==> src/rtl/l2_wb_pkg.sv <==
// Shared constants and types for the L2 posted-write buffer.
//   AW               : word address width
//   DW               : data width
//   WB_DEPTH_DEFAULT : default number of buffered writes
//   ENTRY_W          : width of one buffered {addr, wdata} entry
//   wb_mode_e        : PASS (buffer empty) / DRAIN (buffer holds writes)
package l2_wb_pkg;

   localparam int AW               = 30;
   localparam int DW               = 32;
   localparam int WB_DEPTH_DEFAULT = 4;
   localparam int ENTRY_W          = AW + DW;

   typedef enum logic {
      MODE_PASS  = 1'b0,
      MODE_DRAIN = 1'b1
   } wb_mode_e;

endpackage

==> src/rtl/wb_fifo.sv <==
// Synchronous FIFO holding posted writes.
//   clk    : rising-edge clock
//   reset  : synchronous active-high reset of pointers and count
//   push   : write din at the tail (ignored when full)
//   pop    : drop the head entry (ignored when empty)
//   din    : entry to push
//   dout   : head entry (valid when not empty)
//   count  : occupied entries, 0..DEPTH
//   full   : count == DEPTH
//   empty  : count == 0
// Push and pop on the same edge are legal: both pointers advance, count holds.
module wb_fifo #(
   parameter int DEPTH = 4,
   parameter int W     = 62
) (
   input  logic                     clk,
   input  logic                     reset,
   input  logic                     push,
   input  logic                     pop,
   input  logic [W-1:0]             din,
   output logic [W-1:0]             dout,
   output logic [$clog2(DEPTH):0]   count,
   output logic                     full,
   output logic                     empty
);

   localparam int PW = $clog2(DEPTH);
   localparam int CW = PW + 1;

   logic [W-1:0]  mem [DEPTH];
   logic [PW-1:0] head;
   logic [PW-1:0] tail;
   logic [CW-1:0] count_q;
   logic          do_push;
   logic          do_pop;

   assign full    = (count_q == CW'(DEPTH));
   assign empty   = (count_q == '0);
   assign count   = count_q;
   assign dout    = mem[head];
   assign do_push = push && !full;
   assign do_pop  = pop && !empty;

   // NOTE: sequential state is written with non-blocking assignments so every
   // register samples the pre-edge values regardless of statement order.
   always_ff @(posedge clk) begin
      if (reset) begin
         head    <= '0;
         tail    <= '0;
         count_q <= '0;
      end else begin
         if (do_push) tail <= tail + PW'(1);
         if (do_pop)  head <= head + PW'(1);
         unique case ({do_push, do_pop})
            2'b10:   count_q <= count_q + CW'(1);
            2'b01:   count_q <= count_q - CW'(1);
            default: count_q <= count_q;
         endcase
      end
   end

   // NOTE: the storage array is deliberately left out of reset; an entry is
   // only ever read after being written, and a reset memory would not map to RAM.
   always_ff @(posedge clk) begin
      if (do_push) mem[tail] <= din;
   end

endmodule

==> src/rtl/l2_write_buffer.sv <==
// Posted-write buffer between the processor memory port and the L2 cache.
// Stores are absorbed into a FIFO in one cycle and drained to the L2 in order;
// loads reach the L2 only once the buffer is empty, which preserves
// read-after-write ordering without any address comparison.
//   clk, proc_reset            : clock, synchronous active-high reset
//   proc_read/proc_write       : processor requests, held until accepted
//   proc_addr/proc_wdata       : request address / store data
//   proc_stall                 : request not accepted this cycle (combinational)
//   proc_rdata                 : load data in the accept cycle of a read, else 0
//   l2_read/l2_write           : L2 request strobes
//   l2_addr/l2_wdata/l2_rdata  : L2 address, write data, read data
//   l2_stall                   : L2 busy; request completes on an edge with 0
//   wb_count/wb_empty          : buffer occupancy
module l2_write_buffer
   import l2_wb_pkg::*;
#(
   parameter int DEPTH = WB_DEPTH_DEFAULT
) (
   input  logic                     clk,
   input  logic                     proc_reset,
   input  logic                     proc_read,
   input  logic                     proc_write,
   input  logic [AW-1:0]            proc_addr,
   input  logic [DW-1:0]            proc_wdata,
   output logic                     proc_stall,
   output logic [DW-1:0]            proc_rdata,
   output logic                     l2_read,
   output logic                     l2_write,
   output logic [AW-1:0]            l2_addr,
   output logic [DW-1:0]            l2_wdata,
   input  logic [DW-1:0]            l2_rdata,
   input  logic                     l2_stall,
   output logic [$clog2(DEPTH):0]   wb_count,
   output logic                     wb_empty
);

   logic [ENTRY_W-1:0]       head_entry;
   logic [AW-1:0]            head_addr;
   logic [DW-1:0]            head_data;
   logic [$clog2(DEPTH):0]   fifo_count;
   logic                     fifo_full;
   logic                     fifo_empty;
   logic                     push;
   logic                     pop;
   wb_mode_e                 mode;

   assign {head_addr, head_data} = head_entry;

   // A read presented together with a write wins; the write simply stalls.
   // No push at full even if a pop happens on the same edge.
   assign push = !proc_reset && proc_write && !proc_read && !fifo_full;
   assign pop  = !proc_reset && !fifo_empty && !l2_stall;

   wb_fifo #(
      .DEPTH (DEPTH),
      .W     (ENTRY_W)
   ) u_fifo (
      .clk   (clk),
      .reset (proc_reset),
      .push  (push),
      .pop   (pop),
      .din   ({proc_addr, proc_wdata}),
      .dout  (head_entry),
      .count (fifo_count),
      .full  (fifo_full),
      .empty (fifo_empty)
   );

   assign mode = fifo_empty ? MODE_PASS : MODE_DRAIN;

   // Occupancy reads as empty while reset is held, even before the edge clears it.
   assign wb_count = proc_reset ? '0   : fifo_count;
   assign wb_empty = proc_reset ? 1'b1 : fifo_empty;

   // NOTE: every output gets a default at the top of the block so no path
   // leaves it unassigned, which would otherwise infer a latch.
   always_comb begin
      l2_read    = 1'b0;
      l2_write   = 1'b0;
      l2_addr    = proc_addr;
      l2_wdata   = '0;
      proc_stall = 1'b0;
      proc_rdata = '0;
      if (!proc_reset) begin
         if (mode == MODE_DRAIN) begin
            l2_write = 1'b1;
            l2_addr  = head_addr;
            l2_wdata = head_data;
         end
         if (proc_read) begin
            if (mode == MODE_PASS) begin
               l2_read    = 1'b1;
               l2_addr    = proc_addr;
               proc_stall = l2_stall;
               if (!l2_stall) proc_rdata = l2_rdata;
            end else begin
               // Loads wait for all older stores to reach the L2.
               proc_stall = 1'b1;
            end
         end else if (proc_write) begin
            proc_stall = fifo_full;
         end
      end
   end

endmodule
==> config.mk <==
export PLATFORM = sky130hd
export DESIGN_NAME = l2_write_buffer
export DESIGN_NICKNAME = d
export VERILOG_FILES = /design/src/rtl/l2_wb_pkg.sv /design/src/rtl/wb_fifo.sv /design/src/rtl/l2_write_buffer.sv
export SDC_FILE = /design/constraint.sdc
export NUM_CORES = 1
export LEC_CHECK = 0
export BUFFER_PORTS_ARGS = -buffer_cell sky130_fd_sc_hd__buf_2
export CORE_ASPECT_RATIO = 1.5
export CORE_UTILIZATION = 50
export DETAILED_ROUTE_END_ITERATION = 10
export PLACE_DENSITY = 0.73
export SKIP_CTS_REPAIR_TIMING = 1
export SLEW_MARGIN = 25
export SYNTH_ARGS = -nofsm -noshare
export SYNTH_HDL_FRONTEND = slang
export SYNTH_SLANG_ARGS = --single-unit
==> constraint.sdc <==
create_clock -name clk -period 6.65 [get_ports clk]
set_input_delay 1.33 -clock clk [delete_from_list [all_inputs] [get_ports clk]]
set_output_delay 1.33 -clock clk [all_outputs]
set_load 0.01 [all_outputs]
=== Yosys cells after proc, flatten, opt, wreduce, memory -nomap -nowiden ===
Memory sizes are Yosys's and may differ from the RTL's. A register that Yosys moved wholly into a read port is not among the register bits.
Cells that the tools add are included.

* Flip-flop bits (word level): 7
* Latch bits: 0
* Memory bits (writable): 248
* ROM bits: 0
* Input port bits: 99
* Output and inout bits: 101
* Memories: 1

* Add/sub/neg operators: 4
* Multipliers: 0
* Div/mod/pow operators: 0
* $lt $le $gt $ge: 0
* Eq/ne operators: 3
* Shifts and indexed selects: 0
* Muxes and demuxes: 26
* Bitwise logic cells: 0
* Reductions and logical operators: 14

{| class="wikitable"
|+ Memories
! name !! depth !! width !! rd ports !! clocked after memory_dff !! write ports !! line !! source
|-
| u_fifo.mem || 4 || 62 || 1 || 1 || 1 || wb_fifo.sv:30 || <nowiki>logic [W-1:0] mem [DEPTH];</nowiki>
|}

{| class="wikitable"
|+ Operators with widths
! cell !! count
|-
| 32-bit 2-to-1 mux || 6
|-
| 30-bit 2-to-1 mux || 4
|-
| 1-bit 2-to-1 mux || 12
|-
| 1-bit logical AND || 7
|-
| 3-bit case mux with 2 select lines || 1
|-
| 1-bit logical NOT || 5
|-
| 2-bit by 1-bit adder with 2-bit output, second input constant || 2
|-
| 2-bit 2-to-1 mux || 2
|-
| 3-bit by 1-bit adder with 3-bit output, second input constant || 1
|-
| 3-bit equality test, second input constant || 1
|-
| 3-bit logical NOT || 1
|-
| 3-bit 2-to-1 mux || 1
|-
| 3-bit by 1-bit subtractor with 3-bit output, second input constant || 1
|-
| 2-bit by 1-bit equality test with 1-bit output, second input constant || 1
|-
| 2-bit equality test, second input constant || 1
|-
| 2-bit nonzero test || 1
|}

=== Logic depth before layout (Yosys ltp) ===
Gate-level depths: netlist (run 1).

* Depth after elaboration: 7
* Depth in mapped cells: 12

=== Cells and area by module ===
A second synthesis (run 1) with hierarchy kept.

* Cell total of the unflattened synthesis: 494
* Area, all modules: 10521.3 um2

{| class="wikitable"
|+ By module, submodules not included
! module !! instances !! cells an instance !! area an instance (um2) !! seq. area each (um2)
|-
| wb_fifo || 1 || 378 || 9491.6 || 7627.3
|-
| l2_write_buffer || 1 || 116 || 1029.7 || 0.0
|}

=== Least setup slack after synthesis (run 1) ===
Ideal clock, no wire load.

* Path type: input to register
* Start point: input port proc_reset
* End point: memory u_fifo.mem[0][0] (enable)
* Arrival: 3388 ps
* Required time: 6223 ps
* Slack: 2835 ps
* Cell stages on the path: 3
* Buffers on the path: 1
* Cell sequence: buf_6 > nor3b_1 > and3_1

* Cells in the longest elaborated chain, start to end: 7

{| class="wikitable"
|+ RTL lines
! what !! line !! source
|-
| start, declared || l2_write_buffer.sv:20 || <nowiki>input logic proc_reset,</nowiki>
|-
| 1-bit logical NOT || - ||
|-
| 1-bit logical AND (3 in series) || l2_write_buffer.sv:51 || <nowiki>assign push = !proc_reset && proc_write && !proc_read && !fifo_full;</nowiki>
|-
| 1-bit logical AND || wb_fifo.sv:41 || <nowiki>assign do_push = push && !full;</nowiki>
|-
| 1-bit 2-to-1 mux || wb_fifo.sv:65 || <nowiki>if (do_push) mem[tail] <= din;</nowiki>
|-
| 1-bit 2-to-1 mux (not written as such) || wb_fifo.sv:65 ||
|-
| end, declared || wb_fifo.sv:30 ||
|}

Every way passes these cells.

==> results_dict.tcl, run 1 <==
set metrics [dict create \
    status "complete, no violations" \
    grt_overflow_total 0 \
    crit_chain "buf_4, mux4_1, mux2_2, buf_2" \
    slew_viol_final 0 \
    grt_usage_pct 19.1 \
    critPathCaptureType "primary output" \
    hpwl_um 12100 \
    drt_pass1_iterations 4 \
    path_max_fanout 44 \
    insertion_delay_ns 0.52 \
    max_stage_delay_ns 0.94 \
    seqCellArea_um2 7630 \
    die_width_um 120 \
    syn-cell-area_um2 10400 \
    fin_tns_setup_ns 0 \
    htreeDepth 1 \
    core-area_um2 20400 \
    wl_per_cell_um 20.4 \
    area_growth_pct 18.7 \
    skew_ns 0.0205 \
    timing.critical_path.slowest_stage_cell "dfxtp_4" \
    grt_start_max_net_pins 63 \
    drv_cap 0 \
    worstSetupPathType "flip-flop to primary output" \
    ys_seq_area_share_pct 73.4 \
    rsz0062_at_grt "false" \
    final_antenna_net_count 0 \
    peakVddDrop_mv 0.231 \
    synth.top_cell.area_share_pct 71.6 \
    syn_inst 498 \
    layout.cells.non_filler 982 \
    dieArea_um2 21400 \
    cts_tree "yes" \
    synth-edff-count 248 \
    grt_pass1_wl_um 30600 \
    hold_viol 0 \
    synth_top_cell_by_area "edfxtp_1" \
    cts_buffer_depth 3 \
    rows 64 \
    fin_crit_ns 4.34 \
    min_path_type "flip-flop to flip-flop" \
    tightest_slew_ns 0.987 \
    start_util_pct 50.9 \
    die_y_um 179 \
    cts.sinks 257 \
    root_buffer "clkbuf_16" \
    nNetsFinal 805 \
    cp-start-kind "flip-flop" \
    num_io_pins 200 \
    whs_ns 0.508 \
    avgSynthCellArea_um2 20.9 \
    totalWireLength_um 20100 \
    crit_family "flip-flops" \
    crit_arrival_ns 3.01 \
    pwr_density_cell_nw_per_um2 269 \
    portBuffers 199 \
    leakage_uw 0.00439 \
    ys_types 31 \
    synth_nets 603 \
    finalCritPeriodShare_pct 65.3 \
    drt_iter0_drc 341 \
    synthTopCellsByArea "edfxtp_1 (72%), mux4_2 (8.9%), mux4_1 (5.3%), and2_1 (3.9%), mux2_2 (3.2%)" \
    nFillCells 1507 \
    synth_top_flop_cell "edfxtp_1" \
    drc 0 \
    async_flop_share_pct 0 \
    layout-drive-gt1-share_pct 44.5 \
    fmax_mhz 230 \
    cp.buffers_inverters 2 \
    dp_cells 938 \
    cts_buffers 23 \
    finalSetupViolations 0 \
    num_vias 5421 \
    vias_per_cell 5.52 \
    path_clk_slew_ns 0.06 \
    multiInputGateArea_um2 2610 \
    critPathRequiredTime_ns 5.32 \
    synth-seq-cells 257 \
    gp_congestion 0.874 \
    grt_pass1_vias 5687 \
    ys_warn_count 0 \
    max-slew-margin-rel_pct 34.2 \
    antenna_found_initial 2 \
]
layout by cell type, fill, tap and decap left out:
cell / count
edfxtp_1: 248
buf_2: 199
and2_1: 64
mux4_2: 41
mux2_2: 30
clkbuf_16: 23
mux4_1: 21
inv_1: 8
a21oi_1: 8
nor2_1: 7
clkbuf_1: 7
dfxtp_1: 7
o21ai_0: 5
ha_1: 5
clkinv_2: 5
buf_4: 5
and3_4: 4
nor3b_1: 3
clkinv_1: 3
or3b_2: 2
o31ai_1: 2
or3_1: 2
xor2_1: 2
nand3_1: 2
clkbuf_8: 2
diode_2: 1
nor3_4: 1
nor2_4: 1
or3b_4: 1
nor4_4: 1
nor2b_1: 1
nor3_1: 1
or4_1: 1
fa_1: 1
dfxtp_4: 1
dfxtp_2: 1
inv_6: 1
bufinv_16: 1
final cells by class:
| cell class | instances | area share (%) |
|---|---|---|
| Sequential cell | 257 | 61.9 |
| Inverter | 8 | 0.243 |
| Antenna cell | 1 | 0.0203 |
| Multi-Input combinational cell | 206 | 21.1 |
| Clock inverter | 10 | 0.608 |
| Clock buffer | 32 | 5.10 |
| Tap cell | 264 | 2.68 |
| Timing Repair Buffer | 204 | 8.38 |
path summary, 6_finish.rpt:
path / from / end / slack [ns] / depth (start not counted)
min: u_fifo.head[1] / flip-flop / 0.51 / 2
max reg2reg: u_fifo.count[0] / u_fifo.count[2] / 3.86 / 11
min reg2reg: u_fifo.head[1] / flip-flop / 0.51 / 2
max: flip-flop / l2_addr[3] / 2.31 / 4
worst reg2reg max path, stage by stage, from the launching register on:
cell     delay [ns]
dfxtp_1        0.61
nor3_4         0.12
nor2_4         0.10
buf_4          0.37
inv_1          0.17
nor2_1         0.12
ha_1           0.20
inv_1          0.06
fa_1           0.37
xor2_1         0.15
or3_1          0.30
a21oi_1        0.14
cell usage after synthesis, drive strengths merged (4+ instances only):
master / count
mux2: 30
clkbuf: 9
and2: 64
ha: 5
and3: 4
inv: 8
o21ai: 5
mux4: 62
edfxtp: 248
nor2: 8
dfxtp: 9
buf: 18
a21oi: 8
cell families after synthesis:
| logic type | synth area share [%] |
|---|---|
| mux | 17.4 |
| compound gates | 0.770 |
| fa+ha+maj | 0.794 |
| flops | 73.4 |
| buf+inv | 1.77 |
| simple gates | 5.70 |
| xor+xnor | 0.169 |
per-layer routing:
| layer | wire (um) | up-vias | share of wire (%) | track usage (%) |
|---|---|---|---|---|
| met5 | 10 | - | 0.050 | 0 |
| met1 | 7480 | 2753 | 37 | 22.0 |
| met4 | 649 | 2 | 3.2 | 8.02 |
| li1 | - | 2426 | - | - |
| met3 | 1080 | 44 | 5.4 | 3.10 |
| met2 | 10900 | 196 | 54 | 34.9 |
flip-flops by register name (all words and copies together) (netlist names), named ones only:
register / cells
u_fifo.mem: 248
u_fifo.count: 3
u_fifo.head: 2
u_fifo.tail: 2
per-stage QoR:
stage	total power (uW)	worst slack (ns)	utilization, %	cell area (um2)
final	3320	2.31	60.4	12300
after global routing	3430	2.09	60.4	12300
after CTS	3350	2.18	60.4	12300
after detailed placement	2100	2.20	56.9	11600
after global placement	2090	2.31	56.9	11600
after floorplan	1990	2.84	-	10400
report_power, final:
part | internal, uW | total, uW | switching (uW)
logic | 126 | 244 | 118
registers | 1790 | 1820 | 22.3
clock network | 701 | 1260 | 556
total | 2620 | 3320 | 696
No activity file was read; power rests on OpenSTA's default activity.
==> inputs of run 2 (changes only) <==
==> constraint.sdc (replaced) <==
create_clock -name clk -period 4.1 [get_ports clk]
set_input_delay 0.82 -clock clk [delete_from_list [all_inputs] [get_ports clk]]
set_output_delay 0.82 -clock clk [all_outputs]
set_load 0.01 [all_outputs]
==> run 2 against run 1 <==
Effect of this change: critical path depth rose by 1; combinational power rose by 66%; power up 69%; final cell count increased by 0.10%; largest power group unchanged; clock skew down 0.0089 ns; highest routed layer unchanged; via count down 1.2%.
==> results_dict.tcl, run 2 (synthesis gave the netlist of run 1 again) <==
set metrics [dict create \
    status "complete, no violations" \
    path_max_fanout 25 \
    grt_pass1_wl_um 29900 \
    die_y_um 179 \
    skew_ns 0.0116 \
    drt_iter0_drc 287 \
    critPathCaptureType "primary output" \
    place_ws_ns 0.723 \
    drc 0 \
    timing.rr.end "u_fifo.count[2]" \
    whs_ns 0.503 \
    hold_path_depth 2 \
    nNetsFinal 807 \
    final_antenna_net_count 0 \
    cts_buffers 24 \
    peakVddDrop_mv 0.298 \
    crit_chain "nor3_4, nor2_4, buf_4, mux2_2, buf_2" \
    htreeDepth 1 \
    vias_per_cell 5.45 \
    root_buffer "clkbuf_16" \
    core-area_um2 20400 \
    tightest_slew_ns 0.992 \
    slew_viol_final 0 \
    area_growth_pct 20.0 \
    nFillCells 1455 \
    hpwl_um 11700 \
    critPathRequiredTime_ns 3.28 \
    cts.sinks 257 \
    fin_total_pwr_uw 5600 \
    multiInputGateArea_um2 2610 \
    cp-start-kind "flip-flop" \
    finalSetupViolations 0 \
    totalWireLength_um 19800 \
    crit_arrival_ns 2.72 \
    path_clk_slew_ns 0.07 \
    grt_usage_pct 18.5 \
    r2r_slack_ns 1.25 \
    cts_buffer_depth 3 \
    antenna_found_initial 3 \
    portBuffers 199 \
    r2r_start "u_fifo.count[0]" \
    num_io_pins 200 \
    gp_congestion 0.859 \
    reg2reg_depth 10 \
    post_dp_cell_area_um2 11700 \
    dieArea_um2 21400 \
    rows 64 \
    min_path_type "flip-flop to flip-flop" \
    grt_pass1_vias 5657 \
    layout_commonest_cell "edfxtp_1" \
    wl_per_cell_um 20.1 \
    holdCritStartpoint "u_fifo.head[1]" \
    drv_cap 0 \
    drt_pass1_iterations 4 \
    insertion_delay_ns 0.51 \
    leakage_uw 0.00445 \
    grt_start_max_net_pins 63 \
    die_width_um 120 \
    finalCritPeriodShare_pct 86.2 \
    num_vias 5357 \
    seqCellArea_um2 7630 \
    max_stage_delay_ns 0.60 \
    largest_reg_flops 248 \
    cts_tree "yes" \
    fin_tns_setup_ns 0 \
    layout-drive-gt1-share_pct 45.3 \
    grt_overflow_total 0 \
    max-slew-margin-rel_pct 33.9 \
    rsz0062_at_grt "false" \
    top_register "u_fifo.mem" \
    setup_ws_ns 0.564 \
    fin_area_um2 12500 \
    worstSetupPathType "flip-flop to primary output" \
    hold_viol 0 \
    pwr_density_cell_nw_per_um2 449 \
    start_util_pct 50.9 \
    timing.critical_path.slowest_stage_cell "dfxtp_1" \
    layout_common_cells "edfxtp_1 (248), buf_2 (199), and2_1 (64), mux4_2 (41), mux2_2 (30)" \
    fmax_mhz 283 \
    fin_crit_ns 3.54 \
]
## run 2: area by class of cell
type                       count  share of cell area [%]
antenna                        2                  0.0401
inverter                       8                   0.241
clock buffer                  28                    5.11
clock inverter                13                    1.33
timing repair buffer         205                    8.55
sequential                   257                    61.2
multi-input combinational    206                    20.9
tap                          264                    2.65
## run 2: worst max path at each step
stage | start | endpoint | slack (ns) | depth (start not counted)
3_3_place_gp | proc_reset | l2_addr[7] | 0.78 | 5
3_5_place_dp | proc_reset | l2_addr[7] | 0.72 | 5
2_1_floorplan | proc_reset | u_fifo.mem[0][0] | 0.80 | 3
4_1_cts | flip-flop | l2_addr[22] | 0.53 | 4
6_report | u_fifo.count[0] | l2_addr[7] | 0.56 | 5
5_1_grt | u_fifo.count[0] | l2_addr[7] | 0.38 | 5
## run 2: where the power goes
group | switching [uW] | leakage, uW | total (uW) | internal, uW
sequential | 28.5 | 0.00231 | 2940 | 2910
combinational | 198 | 0.00174 | 406 | 208
clock | 899 | 0.000397 | 2260 | 1360
## run 2: metrics by stage
step,std cells,utilization (%)
final,983,61.1
after detailed placement,940,57.1
after global placement,940,57.1
after CTS,981,61.1
after global routing,982,61.1
after floorplan,498,-
## run 2: critical path: cells and delay by family (launching register included)
kind,cells,cell delay (ns)
mux,1,0.38
flops,1,0.60
buf+inv,2,0.54
simple gates,2,0.65
## run 2: routing by layer
layer | vias to the layer above | track usage (%) | routed length [um]
li1 | 2422 | - | -
met1 | 2699 | 21.5 | 7450
met2 | 192 | 34.8 | 10900
met3 | 42 | 2.88 | 963
met4 | 2 | 5.94 | 505
met5 | - | 0 | 13
==> inputs of run 3 (changes only) <==
--- a/config.mk
+++ b/config.mk
@@ -7,9 +7,10 @@
 export LEC_CHECK = 0
 export BUFFER_PORTS_ARGS = -buffer_cell sky130_fd_sc_hd__buf_2
 export CORE_ASPECT_RATIO = 1.5
-export CORE_UTILIZATION = 50
+export CORE_UTILIZATION = 55
+export CTS_BUF_LIST = sky130_fd_sc_hd__clkbuf_8
 export DETAILED_ROUTE_END_ITERATION = 10
-export PLACE_DENSITY = 0.73
+export PLACE_DENSITY = 0.79
 export SKIP_CTS_REPAIR_TIMING = 1
 export SLEW_MARGIN = 25
 export SYNTH_ARGS = -nofsm -noshare
==> run 3 against run 2 <==
Effect of this change: critical path depth shrank 1; power shrank 5.6%; non-clock buffer count grew 7; final cell count grew 2.2%; register-to-register slack gained 0.50 ns; sequential power is essentially flat; sequential cell count is the same; clock skew grew 0.016 ns; die area shrank 9.0%; clock power shrank 14%.
==> results_dict.tcl, run 3 (synthesis gave the netlist of run 1 again) <==
set metrics [dict create \
    root_buffer "clkbuf_8" \
    multiInputGateArea_um2 2590 \
    max-slew-margin-rel_pct 55.7 \
    grt_pass1_wl_um 31200 \
    num_vias 5483 \
    num_io_pins 200 \
    seqCellArea_um2 7630 \
    grt_pass1_vias 6059 \
    layout-drive-gt1-share_pct 45.3 \
    cp-start-kind "flip-flop" \
    met1Wirelength_um 7240 \
    layout_common_cells "edfxtp_1 (248), buf_2 (199), and2_1 (64), mux4_2 (41), clkbuf_8 (41)" \
    cp.buffers_inverters 2 \
    peakVddDrop_mv 0.287 \
    insertion_delay_ns 0.52 \
    cts_buffers 38 \
    dr_wl_met3_um 977 \
    drc 0 \
    max_stage_delay_ns 0.63 \
    area_growth_pct 19.9 \
    status "complete, no violations" \
    leakage_uw 0.00452 \
    portBuffers 199 \
    fin_tns_setup_ns 0 \
    totalWireLength_um 20100 \
    fmax_mhz 300 \
    top_layer "met4" \
    critPathRequiredTime_ns 3.28 \
    top_register "u_fifo.mem" \
    timing.critical_path.slowest_stage_cell "dfxtp_4" \
    place_ws_ns 1.11 \
    fin_crit_ns 3.33 \
    drt_pass1_iterations 4 \
    core-area_um2 18500 \
    path_max_fanout 23 \
    crit_chain "buf_4, mux4_1, mux2_2, buf_2" \
    final_antenna_net_count 0 \
    skew_ns 0.0276 \
    die_width_um 114 \
    path_clk_slew_ns 0.07 \
    start_util_pct 56.1 \
    cts.sinks 257 \
    finalCritPeriodShare_pct 81.2 \
    grt_usage_pct 21.5 \
    slew_viol_final 0 \
    crit_arrival_ns 2.51 \
    layout_commonest_cell "edfxtp_1" \
    critPathCaptureType "primary output" \
    gp_congestion 0.893 \
    nFillCells 1242 \
    rows 61 \
    met2_length_um 11200 \
    pwr_density_cell_nw_per_um2 424 \
    wl_per_cell_um 20.0 \
    drt_iter0_drc 295 \
    dieArea_um2 19500 \
    finalSetupViolations 0 \
    largest_reg_flops 248 \
    drv_cap 0 \
    crit_family "multiplexers" \
    die_y_um 170 \
    worstSetupPathType "flip-flop to primary output" \
    grt_overflow_total 0 \
    grt_start_max_net_pins 64 \
    nNetsFinal 828 \
    cts_buffer_depth 3 \
    hpwl_um 12700 \
    setup_ws_ns 0.771 \
    vias_per_cell 5.46 \
    htreeDepth 2 \
    cts_tree "yes" \
    min_path_type "flip-flop to flip-flop" \
    hold_viol 0 \
    rsz0062_at_grt "false" \
    tightest_slew_ns 0.664 \
    antenna_found_initial 2 \
]
[run 3: cell types whose count changed in the layout (fill, tap and decap cells not counted), sizes merged]
cell / before / now
bufinv: 4 / 2
clkbuf: 28 / 41
buf: 205 / 212
clkinvlp: 1 / 0
clkinv: 8 / 13
inv: 8 / 20
[run 3: worst register-to-register path, stage by stage (launching register included)]
cell     delay, ns
dfxtp_1       0.60
nor3_4        0.12
nor2_4        0.14
inv_1         0.08
nor2_1        0.09
ha_1          0.20
inv_1         0.07
fa_1          0.37
xor2_1        0.16
or3_1         0.31
a21oi_1       0.14
[run 3: worst paths after layout]
kind	startpoint	end	slack, ns	depth (start not counted)
setup / recovery	flip-flop	l2_addr[2]	0.77	4
hold / removal	u_fifo.head[1]	flip-flop	0.50	2
setup reg to reg	u_fifo.count[0]	u_fifo.count[2]	1.75	10
hold reg to reg	u_fifo.head[1]	flip-flop	0.50	2
[run 3: per-stage QoR]
step | utilization [%] | std cells | total power, uW | cell area, um2 | hold slack, ns
4_1_cts | 67.2 | 1003 | 5340 | 12500 | 0.508
2_1_floorplan | - | 498 | 3230 | 10400 | 0.453
3_3_place_gp | 63.3 | 935 | 3390 | 11700 | 0.468
6_report | 67.2 | 1005 | 5290 | 12500 | 0.497
5_1_grt | 67.2 | 1005 | 5470 | 12500 | 0.523
3_5_place_dp | 63.3 | 935 | 3410 | 11700 | 0.509
[run 3: where the power goes]
part           switching, uW  leakage (uW)  internal [uW]
Clock                    896      0.000412           1040
Sequential              24.0       0.00231           2910
Combinational            204       0.00179            210
[run 3: final cells by class]
type | instances | area share (%)
diodes | 2 | 0.0402
clock buffers | 41 | 4.53
clock inverters | 27 | 1.25
multi-input cells | 206 | 20.8
flip-flops and latches | 257 | 61.2
well taps | 252 | 2.53
repair buffers | 212 | 9.38
inverters | 8 | 0.241
[run 3: per-layer routing]
layer,vias up,track usage [%]
li1,2480,-
met1,2754,23.8
met2,205,40.1
met3,44,3.38
met4,0,10.1
met5,-,0
